<file path="src/rtl/sseg_scan_ctrl_pkg.sv">
// Shared types and constants for the seven-segment scan controller.
package sseg_scan_ctrl_pkg;

    typedef enum logic {
        ST_BLANK = 1'b0,
        ST_DRIVE = 1'b1
    } state_e;

    // Captured display request: hex value, per-digit dp, leading-zero enable.
    typedef struct packed {
        logic [15:0] value;
        logic [3:0]  dp;
        logic        lz;
    } disp_t;

    localparam logic [7:0] SEG_BLANK = 8'hFF;
    localparam logic [6:0] SEG7_OFF  = 7'h7F;
    localparam int         DP_BIT    = 7;

    localparam logic [6:0] SEG_0 = 7'h40;
    localparam logic [6:0] SEG_1 = 7'h79;
    localparam logic [6:0] SEG_2 = 7'h24;
    localparam logic [6:0] SEG_3 = 7'h30;
    localparam logic [6:0] SEG_4 = 7'h19;
    localparam logic [6:0] SEG_5 = 7'h12;
    localparam logic [6:0] SEG_6 = 7'h02;
    localparam logic [6:0] SEG_7 = 7'h78;
    localparam logic [6:0] SEG_8 = 7'h00;
    localparam logic [6:0] SEG_9 = 7'h10;
    localparam logic [6:0] SEG_A = 7'h08;
    localparam logic [6:0] SEG_B = 7'h03;
    localparam logic [6:0] SEG_C = 7'h46;
    localparam logic [6:0] SEG_D = 7'h21;
    localparam logic [6:0] SEG_E = 7'h06;
    localparam logic [6:0] SEG_F = 7'h0E;

    // A digit is a leading zero when it and every digit to its left are zero.
    function automatic logic lz_suppress(input disp_t d, input logic [1:0] idx);
        logic r;
        case (idx)
            2'd1:    r = d.lz && (d.value[15:4] == 12'h000);
            2'd2:    r = d.lz && (d.value[15:8] == 8'h00);
            2'd3:    r = d.lz && (d.value[15:12] == 4'h0);
            default: r = 1'b0;
        endcase
        return r;
    endfunction

endpackage

</file>
<file path="src/rtl/sseg_hex_decode.sv">
// Combinational hex nibble to active-low {g,f,e,d,c,b,a} segment decoder.
module sseg_hex_decode
    import sseg_scan_ctrl_pkg::*;
(
    input  logic [3:0] nibble_i,
    output logic [6:0] seg_o
);

    // Lookup of the glyph for each hex digit.
    always_comb begin
        case (nibble_i)
            4'h0:    seg_o = SEG_0;
            4'h1:    seg_o = SEG_1;
            4'h2:    seg_o = SEG_2;
            4'h3:    seg_o = SEG_3;
            4'h4:    seg_o = SEG_4;
            4'h5:    seg_o = SEG_5;
            4'h6:    seg_o = SEG_6;
            4'h7:    seg_o = SEG_7;
            4'h8:    seg_o = SEG_8;
            4'h9:    seg_o = SEG_9;
            4'hA:    seg_o = SEG_A;
            4'hB:    seg_o = SEG_B;
            4'hC:    seg_o = SEG_C;
            4'hD:    seg_o = SEG_D;
            4'hE:    seg_o = SEG_E;
            4'hF:    seg_o = SEG_F;
            default: seg_o = SEG7_OFF;
        endcase
    end

endmodule

</file>
<file path="src/rtl/sseg_scan_ctrl.sv">
// Four-digit multiplexed seven-segment scanner with frame-synchronous updates,
// inter-digit blanking and leading-zero suppression.
module sseg_scan_ctrl
    import sseg_scan_ctrl_pkg::*;
#(
    parameter int DWELL_CYCLES = 5,
    parameter int BLANK_CYCLES = 1
) (
    input  logic        clk,
    input  logic        rst,
    input  logic        en,
    input  logic [15:0] value,
    input  logic        load,
    input  logic [3:0]  dp,
    input  logic        lz_blank,
    output logic [3:0]  an,
    output logic [7:0]  sseg,
    output logic        frame_done
);

    localparam int CNT_MAX = (DWELL_CYCLES > BLANK_CYCLES) ? DWELL_CYCLES : BLANK_CYCLES;
    localparam int CW      = $clog2(CNT_MAX + 1);
    localparam logic [CW-1:0] DWELL_LAST = CW'(DWELL_CYCLES - 1);
    localparam logic [CW-1:0] BLANK_LAST = CW'(BLANK_CYCLES - 1);

    generate
        if (DWELL_CYCLES < 1) begin : g_bad_dwell
            $error("sseg_scan_ctrl: DWELL_CYCLES must be >= 1");
        end
        if (BLANK_CYCLES < 1) begin : g_bad_blank
            $error("sseg_scan_ctrl: BLANK_CYCLES must be >= 1");
        end
    endgenerate

    disp_t         in_s;
    disp_t         pend_q, pend_d;
    disp_t         shad_q, shad_d;
    state_e        state_q, state_d;
    logic [1:0]    idx_q, idx_d;
    logic [CW-1:0] cnt_q, cnt_d;
    logic          en_q;
    logic          boundary_s;
    logic [3:0]    an_q, an_d;
    logic [7:0]    sseg_q, sseg_d;
    logic          fd_q, fd_d;
    logic [3:0]    nibble_s;
    logic [6:0]    seg7_s;
    logic          dp_on_s;
    logic          supp_s;

    assign in_s = '{value: value, dp: dp, lz: lz_blank};

    // Scan sequencing, pending capture and frame-boundary shadow update.
    always_comb begin
        pend_d     = load ? in_s : pend_q;
        state_d    = state_q;
        idx_d      = idx_q;
        cnt_d      = cnt_q;
        boundary_s = 1'b0;
        if (!en) begin
            state_d = ST_BLANK;
            idx_d   = 2'd0;
            cnt_d   = '0;
        end else begin
            case (state_q)
                ST_BLANK: begin
                    if (cnt_q == BLANK_LAST) begin
                        state_d = ST_DRIVE;
                        cnt_d   = '0;
                    end else begin
                        cnt_d = cnt_q + CW'(1);
                    end
                end
                ST_DRIVE: begin
                    if (cnt_q == DWELL_LAST) begin
                        state_d    = ST_BLANK;
                        idx_d      = idx_q + 2'd1;
                        cnt_d      = '0;
                        boundary_s = (idx_q == 2'd3);
                    end else begin
                        cnt_d = cnt_q + CW'(1);
                    end
                end
                default: begin
                    state_d = ST_BLANK;
                    idx_d   = 2'd0;
                    cnt_d   = '0;
                end
            endcase
        end
        // A load coinciding with the update edge bypasses pending.
        if (boundary_s || (en && !en_q)) begin
            shad_d = load ? in_s : pend_q;
        end else begin
            shad_d = shad_q;
        end
    end

    assign nibble_s = shad_d.value[{idx_d, 2'b00} +: 4];
    assign dp_on_s  = shad_d.dp[idx_d];
    assign supp_s   = lz_suppress(shad_d, idx_d);

    sseg_hex_decode u_dec (
        .nibble_i (nibble_s),
        .seg_o    (seg7_s)
    );

    // Output pattern derived from the next state so pins line up with the FSM.
    always_comb begin
        an_d   = 4'hF;
        sseg_d = SEG_BLANK;
        fd_d   = 1'b0;
        if (state_d == ST_DRIVE) begin
            if (supp_s) begin
                an_d   = dp_on_s ? ~(4'b0001 << idx_d) : 4'hF;
                sseg_d = {~dp_on_s, SEG7_OFF};
            end else begin
                an_d   = ~(4'b0001 << idx_d);
                sseg_d = {~dp_on_s, seg7_s};
            end
            fd_d = (idx_d == 2'd3) && (cnt_d == DWELL_LAST);
        end else begin
            an_d   = 4'hF;
            sseg_d = SEG_BLANK;
            fd_d   = 1'b0;
        end
    end

    // State, data and output registers with synchronous reset.
    always_ff @(posedge clk) begin
        if (rst) begin
            pend_q  <= '0;
            shad_q  <= '0;
            state_q <= ST_BLANK;
            idx_q   <= 2'd0;
            cnt_q   <= '0;
            en_q    <= 1'b0;
            an_q    <= 4'hF;
            sseg_q  <= SEG_BLANK;
            fd_q    <= 1'b0;
        end else begin
            pend_q  <= pend_d;
            shad_q  <= shad_d;
            state_q <= state_d;
            idx_q   <= idx_d;
            cnt_q   <= cnt_d;
            en_q    <= en;
            an_q    <= an_d;
            sseg_q  <= sseg_d;
            fd_q    <= fd_d;
        end
    end

    assign an         = an_q;
    assign sseg       = sseg_q;
    assign frame_done = fd_q;

    wire unused_dp_bit = (DP_BIT == 7);

endmodule

</file>
<file path="config.mk">
export PLATFORM = sky130hd
export DESIGN_NAME = sseg_scan_ctrl
export DESIGN_NICKNAME = d
export VERILOG_FILES = /design/src/rtl/sseg_scan_ctrl_pkg.sv /design/src/rtl/sseg_hex_decode.sv /design/src/rtl/sseg_scan_ctrl.sv
export SDC_FILE = /design/constraint.sdc
export NUM_CORES = 1
export LEC_CHECK = 0
export ABC_AREA = 0
export CAP_MARGIN = 0
export CORE_AREA = 3 3 85 87
export DETAILED_ROUTE_END_ITERATION = 10
export DIE_AREA = 0 0 88 90
export GPL_ROUTABILITY_DRIVEN = 1
export HOLD_SLACK_MARGIN = 0.15
export PLACE_DENSITY = 0.75
export SYNTH_ARGS = -nofsm -noshare
export SYNTH_HDL_FRONTEND = slang
export SYNTH_SLANG_ARGS = --single-unit
export TNS_END_PERCENT = 5
</file>
<file path="constraint.sdc">
create_clock -name clk -period 6.1 [get_ports clk]
set_input_delay 1.22 -clock clk [delete_from_list [all_inputs] [get_ports clk]]
set_output_delay 1.22 -clock clk [all_outputs]
set_load 0.01 [all_outputs]
</file>
Word level (Yosys, flattened, before mapping):

Memory sizes are Yosys's and may differ from the RTL's. A register that Yosys moved wholly into a read port is not among the register bits.
Index checks and enable logic that the tools add are counted.

* bits in read-only memories: 112
* flip-flop bits (word level): 55
* bits in latches: 0
* RAM bits: 0
* memories: 1
* logic and storage cells: 63
* input port bits: 25

* shifts and indexed selects: 2
* reduce and logical (&&, ||, !) cells: 13
* $lt $le $gt $ge: 1
* mux-type cells: 21
* bitwise operators: 4
* multiply operators: 0
* equality and inequality tests: 6
* div/mod/pow operators: 0
* add/subtract/negate cells: 2

Memories
* (name not given): words 16, width 7, rd ports 1, clocked after memory_dff 1, write ports 0, RTL line sseg_hex_decode.sv:11 `case (nibble_i)`

Operator list (number)
* 21-bit two-way mux: 2
* 16-bit by 5-bit indexed part select with 4-bit output: 1
* 12-bit zero test: 1
* 3-bit two-way mux: 3
* 8-bit zero test: 1
* 4-bit two-way mux: 2
* 1-bit two-way mux: 7
* 2-bit == test, second input constant: 3
* 3-bit == test, second input constant: 2
* 2-bit two-way mux: 3
* 3-bit case mux with 2 select lines: 1
* 1-bit logical AND: 5
* 4-bit zero test: 1
* 4-bit inverter: 1
* 1-bit by 2-bit << shifter with 4-bit output, first input constant: 1
* 3-bit by 1-bit adder with 3-bit output, second input constant: 1
* 3-bit zero test: 1
* 2-bit by 3-bit less-than comparator with 1-bit output, second input constant: 1
* 1-bit inverter: 3
* 1-bit case mux with 3 select lines: 1
* 3-bit OR reduction: 1
* 2-bit by 1-bit adder with 2-bit output, second input constant: 1
* 1-bit binary-select mux with 2-bit select: 1
* 2-bit by 1-bit == test with 1-bit output, second input constant: 1
* 4 further kinds: 4

Longest topological paths before layout:

Gate-level depths: netlist (run 1).

* depth in word-level cells: 10
* gate-level depth with buffers: 16
* depth with buffers taken out: 13

Cells and area by module:

From an unflattened synthesis (run 1), not the netlist that was laid out.

* cell total of the unflattened synthesis: 304
* area, all modules: 2874.0 um^2

By module, submodules not included
* sseg_scan_ctrl: times used 1, area each 2603.7 um^2, cells an instance 269
* sseg_hex_decode: times used 1, area each 270.3 um^2, cells an instance 35

Worst setup path before layout (run 1):

OpenSTA, ideal clock, no wires.

* path type: input -> register
* start point: input port en
* end point: register sseg_q[3] (netlist: sseg[3])
* data arrival time: 3471 ps
* library setup time: 59 ps
* slack: 2570 ps
* stages on the path: 14
* required time: 6041 ps
* path buffers: 4
* cell sequence: clkbuf_1 -> a21boi_2 -> buf_6 -> buf_6 -> mux2i_1 -> o22ai_1 -> or3_1 -> clkbuf_1 -> inv_1 -> ha_1 -> inv_1 -> mux2i_1 -> a22oi_1 -> nand2b_1

* cells in the longest elaborated chain, start to end: 7

Ends and longest elaborated chain
* start, declared: RTL line sseg_scan_ctrl.sv:11 `input logic en,`
* 1-bit two-way mux / 1-bit logical AND (equally long branches): RTL line sseg_scan_ctrl.sv:60, sseg_scan_ctrl.sv:92
* 1-bit logical OR: RTL line sseg_scan_ctrl.sv:92 `if (boundary_s || (en && !en_q)) begin`
* 21-bit two-way mux: RTL line sseg_scan_ctrl.sv:92
* 12-bit zero test, or another cell as far along: RTL line sseg_scan_ctrl_pkg.sv:41 `2'd1: r = d.lz && (d.value[15:4] == 12'h000);`
* 1-bit logical AND, on equally long branches: RTL line sseg_scan_ctrl_pkg.sv:41, sseg_scan_ctrl_pkg.sv:42, sseg_scan_ctrl_pkg.sv:43
* 1-bit case mux with 3 select lines: RTL line sseg_scan_ctrl_pkg.sv:40 `case (idx)`
* 3-bit OR reduction (no source line)
* end signal, assigned: RTL line sseg_scan_ctrl.sv:149 `sseg_q <= sseg_d;`
* end, declared: RTL line sseg_scan_ctrl.sv:44 `logic [7:0] sseg_q, sseg_d;`

Several ways; a longest one is shown, not always the timed one.
A chain may end at the register's enable or synchronous reset.

Worst setup path after layout (run 1):

Same ends and word-level chain as after synthesis.

==> results of run 1 <==
==> area by class of cell <==
type                       instances  area [µm²]  share of cell area
multi-input combinational        206        1490               0.425
sequential                        62        1240               0.355
timing repair buffer              42         408               0.117
clock buffer                      13         179              0.0512
tap                               77        96.3              0.0276
inverter                          12        45.0              0.0129
clock inverter                     3        40.0              0.0115
==> cells in the mapped netlist (6+ instances only) <==
cell	n	area, µm²
mux2i_1	26	260
nor4_1	6	37.5
ha_1	8	100
nor3_1	7	35.0
nor2b_1	10	62.6
buf_6	7	78.8
mux2_2	9	101
clkbuf_1	8	30.0
o211ai_1	6	45.0
inv_1	12	45.0
nand2_1	13	48.8
a211oi_1	10	75.1
nor2_1	42	158
dfxtp_1	62	1240
==> where the power goes <==
| part | switching [mW] | leakage [nW] | internal (mW) |
|---|---|---|---|
| Sequential | 0.0108 | 0.510 | 0.428 |
| Combinational | 0.0711 | 0.802 | 0.0672 |
| Clock | 0.153 | 0.115 | 0.232 |
==> cell families (layout without fill, tap and decap cells) <==
logic type,count (synthesis),count (layout),share of synthesized area
AND/OR/NAND/NOR,105,105,0.192
AO/OA/AOI/OAI,53,53,0.139
XOR/XNOR,4,4,0.0120
adder cells (fa/ha/maj),8,8,0.0343
flip-flops,62,62,0.425
buffers and inverters,33,70,0.0656
multiplexers,36,36,0.132
==> final timing paths <==
check	endpoint	slack, ns
worst max-delay path	sseg[3]$_SDFF_PP1_	1.91
worst min-delay path	cnt_q[0]$_SDFF_PP0_	0.48
worst max register to register	sseg[3]$_SDFF_PP1_	2.50
worst min register to register	cnt_q[0]$_SDFF_PP0_	0.48
==> placed cells by master (no fill, tap or decap), drive strengths merged, types with 3 or more instances in the layout <==
master / netlist / routed
o221ai: 4 / 4
inv: 12 / 12
nand2b: 5 / 5
clkbuf: 8 / 13
nand2: 13 / 13
or2: 3 / 3
nor2b: 10 / 10
nor2: 42 / 42
a21oi: 3 / 3
dfxtp: 62 / 62
o21ai: 8 / 8
mux2i: 26 / 26
a211oi: 10 / 10
and2: 4 / 4
nor4: 6 / 6
and4: 3 / 3
o211ai: 7 / 7
clkdlybuf4s50: 0 / 37
nor3: 7 / 7
ha: 8 / 8
mux2: 9 / 9
buf: 13 / 5
==> state kept, by name, summed over array words and instances (netlist names) <==
register	count
sseg	8
cnt_q	3
frame_done	1
shad_q	21
idx_q	2
pend_q	21
an	4
en_q	1
state_q	1
==> stage by stage <==
step,setup slack [ns],util
floorplan,2.57,-
global route,1.64,0.544
CTS,1.95,0.544
detailed placement,1.58,0.510
global placement,1.70,0.510
finish,1.91,0.544
==> worst reg2reg max path: stages (launching register included) <==
cell	delay [ns]
dfxtp_1	0.33
inv_1	0.07
ha_1	0.42
nand4_4	0.18
a21boi_2	0.73
mux2i_1	0.32
nor2_1	0.06
nor4_1	0.52
inv_1	0.21
ha_1	0.26
a21oi_1	0.13
a22oi_1	0.09
nand2b_1	0.15
==> layer usage <==
metal	vias up	routed length (µm)	global-route usage
met1	1042	2840	0.218
li1	1137	-	-
met5	-	0	0
met4	0	118	0.0639
met2	68	2980	0.262
met3	13	405	0.0558
==> results.sh, run 1 <==
export IMPL_outcome="finished, final reports clean"
export IMPL_rsz0062_at_grt="no"
export IMPL_power_leakage_nw=1.43
export IMPL_cts_buffers=9
export IMPL_synth_edf_count=0
export IMPL_synth_seq_cells=62
export IMPL_tightest_slew_ns=0.918
export IMPL_dieWidth_um=88
export IMPL_hold_viol=0
export IMPL_post_cts_buffers=0
export IMPL_synth_fp_nets=334
export IMPL_path_class="in2reg"
export IMPL_finalCritPeriodShare=0.687
export IMPL_clockBufferDepth=2
export IMPL_clk_transition_reported_paths_ns=0.06
export IMPL_min_delay_start="cnt_q[0]$_SDFF_PP0_"
export IMPL_slew_headroom=0.378
export IMPL_fin_worst_skew_ns=0.00976
export IMPL_worstReg2RegStart="cnt_q[0]$_SDFF_PP0_"
export IMPL_slowest_stage="a21boi_2"
export IMPL_drt_wl_total_mm=6.34
export IMPL_die_h_um=90
export IMPL_insertion_delay_ns=0.34
export IMPL_drc=0
export IMPL_ir_drop_v=0.000171
export IMPL_cts_resized=0
export IMPL_cts_max_level=3
export IMPL_syn2layout_area_growth_pct=19.8
export IMPL_setup_worst_path_start="en"
export IMPL_endpoint_kind="flop"
export IMPL_path_delay_family="compound AO/OA/AOI/OAI gates"
export IMPL_cts_sinks=62
export IMPL_holdPathStages=1
export IMPL_wl_per_cell_um=15.3
export IMPL_grt_ovfl_total=0
export IMPL_worst_path_buf_inv=2
export IMPL_grt_max_degree=45
export IMPL_fp_coreArea_mm2=0.00642
export IMPL_grt_pass1_vias=2150
export IMPL_p_per_area_mw_per_mm2=275
export IMPL_vias_per_cell=5.45
export IMPL_nNetsFinal=366
export IMPL_worst_ep_arrival_time_ns=4.42
export IMPL_reg2reg_depth=12
export IMPL_critical_path_depth=10
export IMPL_vias=2260
export IMPL_finalCriticalPeriod_ns=4.19
export IMPL_antenna_cells=0
export IMPL_final_area_mm2=0.00349
export IMPL_place_congestion=0.802
export IMPL_fin_total_pwr_mw=0.962
export IMPL_cap_violations=0
export IMPL_dpl_cell_count=399
export IMPL_first_pass_iters=4
export IMPL_fin_cells=415
export IMPL_grt_pass1_wl_mm=10.5
export IMPL_place_area_mm2=0.00328
export IMPL_async_flop_share=0
export IMPL_io_pins=38
export IMPL_yosysSeqAreaShare=0.425
export IMPL_drt_iter0_drc=170
export IMPL_max_freq_mhz=239
export IMPL_drive_gt1_frac=0.121
export IMPL_worst_path_largest_cell_delay_ns=0.78
export IMPL_ant_nets=0
export IMPL_tns_ns=0
export IMPL_cts_root_buf="clkbuf_8"
export IMPL_syn_inst=301
export IMPL_path_cells="clkdlybuf4s50_1 > a21boi_2 > mux2i_1 > nor2_1 > nor4_1 > inv_1 > ha_1 > a21oi_1 > a22oi_1 > nand2b_1"
export IMPL_finalMaxSlewViolations=0
export IMPL_yosysWarnings=0
export IMPL_grt_usage=0.170
export IMPL_avgSynthCellArea_um2=9.69
export IMPL_timing_hold_ws_ns=0.485
export IMPL_dieArea_mm2=0.00792
export IMPL_cp_required_ns=6.33
export IMPL_path_max_fanout=15
export IMPL_initial_utilization=0.454
export IMPL_grt_antenna_before_repair=0
export IMPL_synth_distinct_cells=58
export IMPL_crit_path_start_kind="primary input"
export IMPL_cts_hold_buffers=0
export IMPL_synth_area_mm2=0.00292
export IMPL_cts_tree="yes"
export IMPL_synthFlopType="dfxtp_1"
export IMPL_port_buffers=37
export IMPL_setup_violations=0
export IMPL_hold_class="reg2reg"
export IMPL_fillers=572
export IMPL_dp_hpwl_mm=4.62
export IMPL_num_rows=29
No activity file was read; power rests on OpenSTA's default activity.
==> run 2, diff against run 1 <==
PLACE_DENSITY = 0.77   (was 0.75)
clock period = 3.45 ns   (was 6.1 ns; I/O delays follow)
==> run 2 against run 1 <==
  * Clock power is 60% higher
  * Largest cell class unchanged
  * Setup slack worse by 1.5 ns
  * Hold slack better by 0.0090 ns
  * Design area is 1.4% higher
  * Die area stayed put
  * Combinational power is 85% higher
  * Clock skew is 0.00086 ns higher
  * Critical endpoint is now sseg[4]$_SDFF_PP1_
  * Via count is 0.53% higher
==> results.sh, run 2 (same netlist as run 1, synthesis figures left out) <==
export IMPL_outcome="finished, final reports clean"
export IMPL_worst_path_largest_cell_delay_ns=0.47
export IMPL_cts_sinks=62
export IMPL_tns_ns=0
export IMPL_max_freq_mhz=331
export IMPL_antenna_cells=0
export IMPL_dp_hpwl_mm=4.64
export IMPL_clockBufferDepth=2
export IMPL_slew_headroom=0.434
export IMPL_endpoint_kind="flop"
export IMPL_grt_max_degree=44
export IMPL_ant_nets=0
export IMPL_cts_root_buf="clkbuf_8"
export IMPL_grt_usage=0.167
export IMPL_worst_ep_arrival_time_ns=3.21
export IMPL_p_sw_mw=0.417
export IMPL_use_met1=0.223
export IMPL_worstReg2RegStart="cnt_q[0]$_SDFF_PP0_"
export IMPL_critical_path_depth=11
export IMPL_path_class="reg2reg"
export IMPL_swShare=0.253
export IMPL_place_congestion=0.898
export IMPL_dp_slack_ns=0.0972
export IMPL_rsz0062_at_grt="no"
export IMPL_path_delay_family="simple AND/OR/NAND/NOR gates"
export IMPL_final_area_mm2=0.00354
export IMPL_hold_viol=0
export IMPL_finalMaxSlewViolations=0
export IMPL_top_usage_layer="met2"
export IMPL_internal_power_mw=1.23
export IMPL_clk_transition_reported_paths_ns=0.06
export IMPL_die_h_um=90
export IMPL_rrSetupSlack_ns=0.43
export IMPL_first_pass_iters=5
export IMPL_fin_worst_skew_ns=0.0106
export IMPL_timing_hold_ws_ns=0.494
export IMPL_final_cell_mix="62 x dfxtp_1, 42 x nor2_1, 37 x clkdlybuf4s50_1, 26 x mux2i_1, 13 x nand2_1"
export IMPL_cap_violations=0
export IMPL_dieArea_mm2=0.00792
export IMPL_initial_utilization=0.454
export IMPL_postLayoutSetupSlackWorst_ns=0.428
export IMPL_dieWidth_um=88
export IMPL_grt_ovfl_total=0
export IMPL_vias_per_cell=5.40
export IMPL_num_rows=29
export IMPL_cp_required_ns=3.63
export IMPL_grt_use_met2=0.249
export IMPL_power_frac_seq=0.471
export IMPL_final_common_cell="dfxtp_1"
export IMPL_finalCritPeriodShare=0.876
export IMPL_hold_class="reg2reg"
export IMPL_grt_antenna_before_repair=0
export IMPL_worstReg2RegEnd="sseg[4]$_SDFF_PP1_"
export IMPL_fp_coreArea_mm2=0.00642
export IMPL_cts_tree="yes"
export IMPL_grt_pass1_wl_mm=10.4
export IMPL_wl_per_cell_um=14.9
export IMPL_cpMostUsedCell="mux2i_1"
export IMPL_reg2reg_depth=11
export IMPL_cts_buffers=9
export IMPL_p_comb_frac=0.155
export IMPL_syn2layout_area_growth_pct=21.5
export IMPL_drt_iter0_drc=111
export IMPL_fin_cells=421
export IMPL_dpl_cell_count=406
export IMPL_vias=2272
export IMPL_cts_max_level=3
export IMPL_nNetsFinal=373
export IMPL_insertion_delay_ns=0.34
export IMPL_grt_use_met3=0.0420
export IMPL_place_area_mm2=0.00335
export IMPL_drc=0
export IMPL_setup_violations=0
export IMPL_cp_endpoint="sseg[4]$_SDFF_PP1_"
export IMPL_path_cells="inv_1 > ha_2 > nand4_4 > a21boi_2 > buf_12 > mux2i_1 > o22ai_1 > or3_1 > ha_1 > mux2i_1 > o221ai_1"
export IMPL_post_cts_buffers=0
export IMPL_setup_worst_path_start="cnt_q[0]$_SDFF_PP0_"
export IMPL_port_buffers=37
export IMPL_drt_wl_total_mm=6.27
export IMPL_power_leakage_nw=1.45
export IMPL_crit_path_start_kind="flop"
export IMPL_ir_drop_v=0.000237
export IMPL_tightest_slew_ns=0.835
export IMPL_grt_pass1_vias=2176
export IMPL_worst_path_buf_inv=2
export IMPL_path_max_fanout=30
export IMPL_min_delay_start="cnt_q[0]$_SDFF_PP0_"
export IMPL_io_pins=38
export IMPL_p_per_area_mw_per_mm2=465
export IMPL_finalCriticalPeriod_ns=3.02
export IMPL_clkPwrFrac=0.374
export IMPL_slowest_stage="or3_1"
export IMPL_drive_gt1_frac=0.137
[run 2: cell types whose count changed in the layout (fill, tap and decap cells not counted)]
cell	delta
buf_4	+5
ha_2	+1
buf_12	+2
clkbuf_1	+1
clkinvlp_4	+1
ha_1	-1
clkbuf_8	-3
[run 2: cell type report]
| class | instances | area (µm²) |
|---|---|---|
| fill | 586 | 2880 |
| multi-input combinational | 206 | 1490 |
| sequential | 62 | 1240 |
| timing repair buffer | 49 | 485 |
| clock buffer | 11 | 141 |
| tap | 77 | 96.3 |
| clock inverter | 4 | 47.5 |
| inverter | 12 | 45.0 |
[run 2: per-stage QoR]
step	power, mW	utilization
floorplan	0.960	-
CTS	1.66	0.552
finish	1.65	0.552
global route	1.72	0.552
detailed placement	1.05	0.522
global placement	1.04	0.522
[run 2: what timing repair did]
| item | in CTS | in global routing |
|---|---|---|
| hold buffers | 0 | 0 |
| resized for setup | 0 | 1 |
| endpoints found under the setup margin | 0 | 1 |
| endpoints found under the hold margin | 0 | 0 |
[run 2: worst min-delay path by stage]
stage               cells past startpoint             endpoint
finish                                  1  cnt_q[0]$_SDFF_PP0_
global route                            1  cnt_q[0]$_SDFF_PP0_
CTS                                     1  cnt_q[0]$_SDFF_PP0_
detailed placement                      1  cnt_q[0]$_SDFF_PP0_
global placement                        1  cnt_q[0]$_SDFF_PP0_
floorplan                               1  cnt_q[0]$_SDFF_PP0_
[run 2: power groups by stage]
stage	clock network (mW)	logic, mW	registers [mW]
after floorplan	0	0.169	0.790
after global placement	0	0.247	0.792
after detailed placement	0	0.253	0.793
after CTS	0.630	0.254	0.777
after global routing	0.662	0.281	0.780
final	0.617	0.255	0.777
[run 2: per-layer routing]
metal  share of wire  vias to the layer above
met5               0                        -
met4           0.025                        0
met3           0.049                       20
met2            0.45                       66
met1            0.48                     1032
li1                -                     1154
==> run 3, diff against run 2 <==
GPL_ROUTABILITY_DRIVEN = unset   (was 1)
==> results of run 3 <==
Final layout, timing and power as in run 2 (identical DEF).
==> edit 1, RTL diff (config.mk and constraints of run 3) <==
Change the parameter `DWELL_CYCLES` from 5 to 6.
--- a/src/rtl/sseg_scan_ctrl.sv
+++ b/src/rtl/sseg_scan_ctrl.sv
@@ -3,7 +3,7 @@
 module sseg_scan_ctrl
     import sseg_scan_ctrl_pkg::*;
 #(
-    parameter int DWELL_CYCLES = 5,
+    parameter int DWELL_CYCLES = 6,
     parameter int BLANK_CYCLES = 1
 ) (
     input  logic        clk,
Function: changed (Yosys sat finds a counterexample within 10 cycles, from zero or initial values and one cycle with rst high).
==> edit 1 against run 3 <==
Critical path depth rose by 1. Design area rose by 1.3%. Wire length rose by 4.4%. Power fell by 0.96%. Worst setup slack barely moved. Sequential cell count did not move. Sequential share of layout area fell by 0.46 points. Area after synthesis rose by 0.30%.
==> edit 1: results (changes against run 3) <==
Non-clk bufs: 47 (-4.1%)
Gate Count Post-Synth: 306 (+1.7%)
met3 GRT Util: 5.12% (+0.91 points)
commonest cells in the synthesized netlist: dfxtp_1 (62), nor2_1 (43), mux2i_1 (24)
antenna cell count: 0 (unchanged)
Setup Skew: 7.02 ps (-3.60 ps)
Met3 Wirelength: 356 um (+17%)
first-iteration detailed-routing DRC count: 133 (+20%)
power per cell area: 455 mW/mm^2 (-2.3%)
Layout clock buffers: 12 (+1)
multi-input logic area: 0.00153 mm^2 (+3.0%)
Nets: 382 (+2.4%)
post-synthesis sequential area ratio: 42.4% (-0.13 points)
comb_multi_in: 213 (+3.4%)
router iterations before antenna repair: 4 (-1)
status: complete, no violations
arrival time worst endpoint: 3230 ps (+20 ps)
Synth cell types: 51 (-12%)
Num CTS Buffers: 9 (unchanged)
Worst Hold Slack: 497 ps (+3.67 ps)
met1 global-route usage: 22.5% (+0.25 points)
Clock transition at path regs: 70 ps
leakage: 1.42 nW (-2.1%)
fill cell count: 570 (-2.7%)
WL met1: 3020 um (+0.97%)
ClkCell Share: 5.43% (+0.10 points)
worst vdd ir: 0.000199 V (-16%)
Worst-Skew Late Latency: 350 ps
worst-case reg-to-reg path depth: 12 (+1)
crit-path max FO: 28 (-6.7%)
Finished Core Util: 55.9% (+0.74 points)
layout cells sized above 1: 13.9% (+0.22 points)
fraction of area in registers: 34.6% (-0.46 points)
met2 WL: 2980 um (+5.8%)
Max stage delay on crit path: 400 ps (-70 ps)
Total Routing Usage GR: 17.4% (+0.61 points)
r2r endpoint: sseg[5]$_SDFF_PP1_
buffering overhead: 13.1% (-0.60 points)
Vias/cell: 5.51 (+2.1%)
PortBufs: 37 (unchanged)
syn nets: 340 (+1.8%)
Worst R2R Setup Slack: 430 ps (about the same)
yosys warns: 0 (unchanged)
largest net degree at the start of global routing: 45 (+2.3%)
Inverters, non-clock: 15 (+3)
post-route insts no fill: 430 (+2.1%)
Highest Clock Rate: 331 MHz (about the same)
global-route wire length before repair: 10,800 um (+3.7%)
drt total wl: 6540 um (+4.4%)
CP max-delay cell: dfxtp_1
Worst slew margin: 46.3% (+2.8 points)
edit 1: cell types whose count changed after synthesis, sizes merged, moves of 3 or more:
cell            run 3  this run
inv                12        15
nor3                7        12
nor4                6        13
mux2                9        15
nor2b              10        14
or2                 3         0
nand2              13        18
buf                13         9
a21oi               3         6
a2111oi             0         3
o211ai              7         0
edit 1: logic make-up (layout without fill, tap and decap cells):
| kind of cell | count (synthesis) | after routing | share of synthesized area (%) |
|---|---|---|---|
| AND/OR/NAND/NOR | 118 | 118 | 20.5 |
| flip-flops | 62 | 62 | 42.4 |
| AO/OA/AOI/OAI | 43 | 43 | 11.3 |
| multiplexers | 41 | 41 | 15.3 |
| buffers and inverters | 31 | 78 | 5.34 |
| adder cells (fa/ha/maj) | 9 | 9 | 3.85 |
| XOR/XNOR | 2 | 2 | 1.24 |
edit 1: tightest hold or removal path, cell delays in order, from the launching register on:
cell and delay, ps:
dfxtp_1 310, mux2i_1 80, nor2_1 80
edit 1: report_power, final:
| part | total [mW] | internal (mW) | switching, mW |
|---|---|---|---|
| clock network | 0.606 | 0.319 | 0.288 |
| registers | 0.774 | 0.756 | 0.0177 |
| logic | 0.253 | 0.127 | 0.125 |
edit 1: worst min-delay path by stage:
stage,from,to,cells after the start
2_1_floorplan,shad_q[0]$_SDFF_PP0_,shad_q[0]$_SDFF_PP0_,2
3_3_place_gp,pend_q[1]$_SDFF_PP0_,pend_q[1]$_SDFF_PP0_,2
3_5_place_dp,pend_q[8]$_SDFF_PP0_,pend_q[8]$_SDFF_PP0_,2
4_1_cts,shad_q[3]$_SDFF_PP0_,shad_q[3]$_SDFF_PP0_,2
5_1_grt,shad_q[3]$_SDFF_PP0_,shad_q[3]$_SDFF_PP0_,2
6_report,pend_q[1]$_SDFF_PP0_,pend_q[1]$_SDFF_PP0_,2
==> edit 2, RTL diff (flow settings as in run 3) <==
Without the edit above. Make the reset (`rst`) asynchronous in one clocked block. Comments in the files are not updated.
--- a/src/rtl/sseg_scan_ctrl.sv
+++ b/src/rtl/sseg_scan_ctrl.sv
@@ -127,7 +127,7 @@
     end
 
     // State, data and output registers with synchronous reset.
-    always_ff @(posedge clk) begin
+    always_ff @(posedge clk or posedge rst) begin
         if (rst) begin
             pend_q  <= '0;
             shad_q  <= '0;
Formal check against the unedited RTL: differs if rst is asserted again (counterexample within 4 cycles, from zero or initial values and one cycle with rst high); with rst held inactive, the same outputs for 10 cycles.
==> edit 2 against run 3 <==
Sequential cell count is the same. Area after synthesis grew 5.2%. Clock power shrank 2%. First-iteration DRC count grew 17%. Design area grew 7.5%. Utilization grew 4.1 points. Wire length grew 9.0%. Power grew 17%. Worst setup slack lost 180 ps. Via count shrank 3.0%. Die area is the same. Critical path type unchanged. Critical endpoint is now sseg[6]$_DFF_PP1_.
==> edit 2: results (changes against run 3) <==
leakage: 1.62 nW (+12%)
Max stage delay on crit path: 390 ps (-80 ps)
CP max-delay cell: mux2_2
first-iteration detailed-routing DRC count: 130 (+17%)
Setup WS pre-CTS: 97.6 ps (+0.416 ps)
post-synthesis sequential area ratio: 51.0% (+8.5 points)
fill cell count: 553 (-5.6%)
vias in the first global route: 2,356 (+8.3%)
top post-synthesis cells by area: dfrtp_1 (41%), dfstp_2 (10%), mux2_2 (7.7%), mux2i_1 (4.2%), a211oi_1 (4.2%)
initial antenna violation count: 0 (unchanged)
measured slew at the worst slew-check pin: 721 ps (-114 ps)
global-route wire length before repair: 11,600 um (+12%)
status: complete, no violations
router iterations before antenna repair: 4 (-1)
placed cell areas: 0.00363 mm^2 (+8.2%)
GPL Wtd Cong: 0.932 (+3.8%)
layout cells sized above 1: 27.0% (+13 points)
Worst Setup Path Type: flip-flop to flip-flop
FFs w/ async S/R, synth: 100% (+100 points)
Setup Skew: 6.41 ps (-4.21 ps)
Gate Count Post-Synth: 257 (-15%)
Hold EP: pend_q[9]$_DFF_PP0_
Synth cell types: 53 (-8.6%)
Nets: 347 (-7.0%)
final worst setup slack: 250 ps (-177 ps)
crit-path max FO: 20 (-33%)
Num CTS Buffers: 9 (unchanged)
worst vdd ir: 0.000298 V (+26%)
largest net degree at the start of global routing: 36 (-18%)
Total Routing Usage GR: 18.8% (+2.1 points)
Hold Startpoint: pend_q[9]$_DFF_PP0_
arrival time worst endpoint: 3440 ps (+230 ps)
post-DP HPWL: 4900 um (+5.4%)
Worst Hold Slack: 491 ps (-2.57 ps)
yosys warns: 0 (unchanged)
commonest cells in the synthesized netlist: dfrtp_1 (50), inv_1 (21), mux2_2 (21)
WL/cell: 17.3 um (+16%)
post-CTS setup buffer count: 0 (unchanged)
r2r endpoint: sseg[6]$_DFF_PP1_
antenna cell count: 0 (unchanged)
Worst path top cell family by delay: multiplexers
syn nets: 290 (-13%)
reg-to-reg critical path startpoint: cnt_q[0]$_DFF_PP0_
hold path depth: 1 (unchanged)
worst min path class: flip-flop to flip-flop
worst-case reg-to-reg path depth: 12 (+1)
Vias/cell: 5.56 (+3.1%)
[edit 2: cell count changes after synthesis, sizes merged, moves of 12 or more]
cell   change
dfstp     +12
inv       +12
mux2      +14
dfrtp     +50
dfxtp     -62
nor2      -29
[edit 2: final cells by class]
cell class	instances	area, um^2	area share (%)
clock buffers	12	135	3.55
clock inverters	4	47.5	1.25
inverters	24	97.6	2.56
multi-input cells	160	1330	35.0
flip-flops and latches	62	1570	41.1
well taps	77	96.3	2.53
repair buffers	57	533	14.0
[edit 2: kinds of logic (layout without fill, tap and decap cells)]
group,count (synthesis),in the layout,synth area share [%]
adder cells (fa/ha/maj),8,8,3.26
flip-flops,62,62,51.0
XOR/XNOR,1,1,0.285
AND/OR/NAND/NOR,58,58,11.7
buffers and inverters,35,97,5.50
AO/OA/AOI/OAI,55,55,14.2
multiplexers,38,38,14.0
[edit 2: layer usage]
metal	part of all wire (%)	up-vias	global-route usage, %
met5	0	-	0
met4	1.9	0	7.42
met3	4.9	13	5.67
met2	48	69	28.3
met1	46	1077	25.3
li1	-	1044	-
[edit 2: report_power, final]
| part | leakage (nW) | switching (mW) | total (mW) | internal, mW |
|---|---|---|---|---|
| Combinational | 0.816 | 0.231 | 0.446 | 0.215 |
| Clock | 0.0904 | 0.271 | 0.603 | 0.332 |
| Sequential | 0.716 | 0.0389 | 0.876 | 0.837 |
| Total | 1.62 | 0.541 | 1.93 | 1.38 |
[edit 2: per-stage QoR]
stage,util [%],cells
2_1_floorplan,-,257
3_3_place_gp,56.5,380
3_5_place_dp,56.5,380
4_1_cts,59.3,396
5_1_grt,59.3,396
6_report,59.3,396
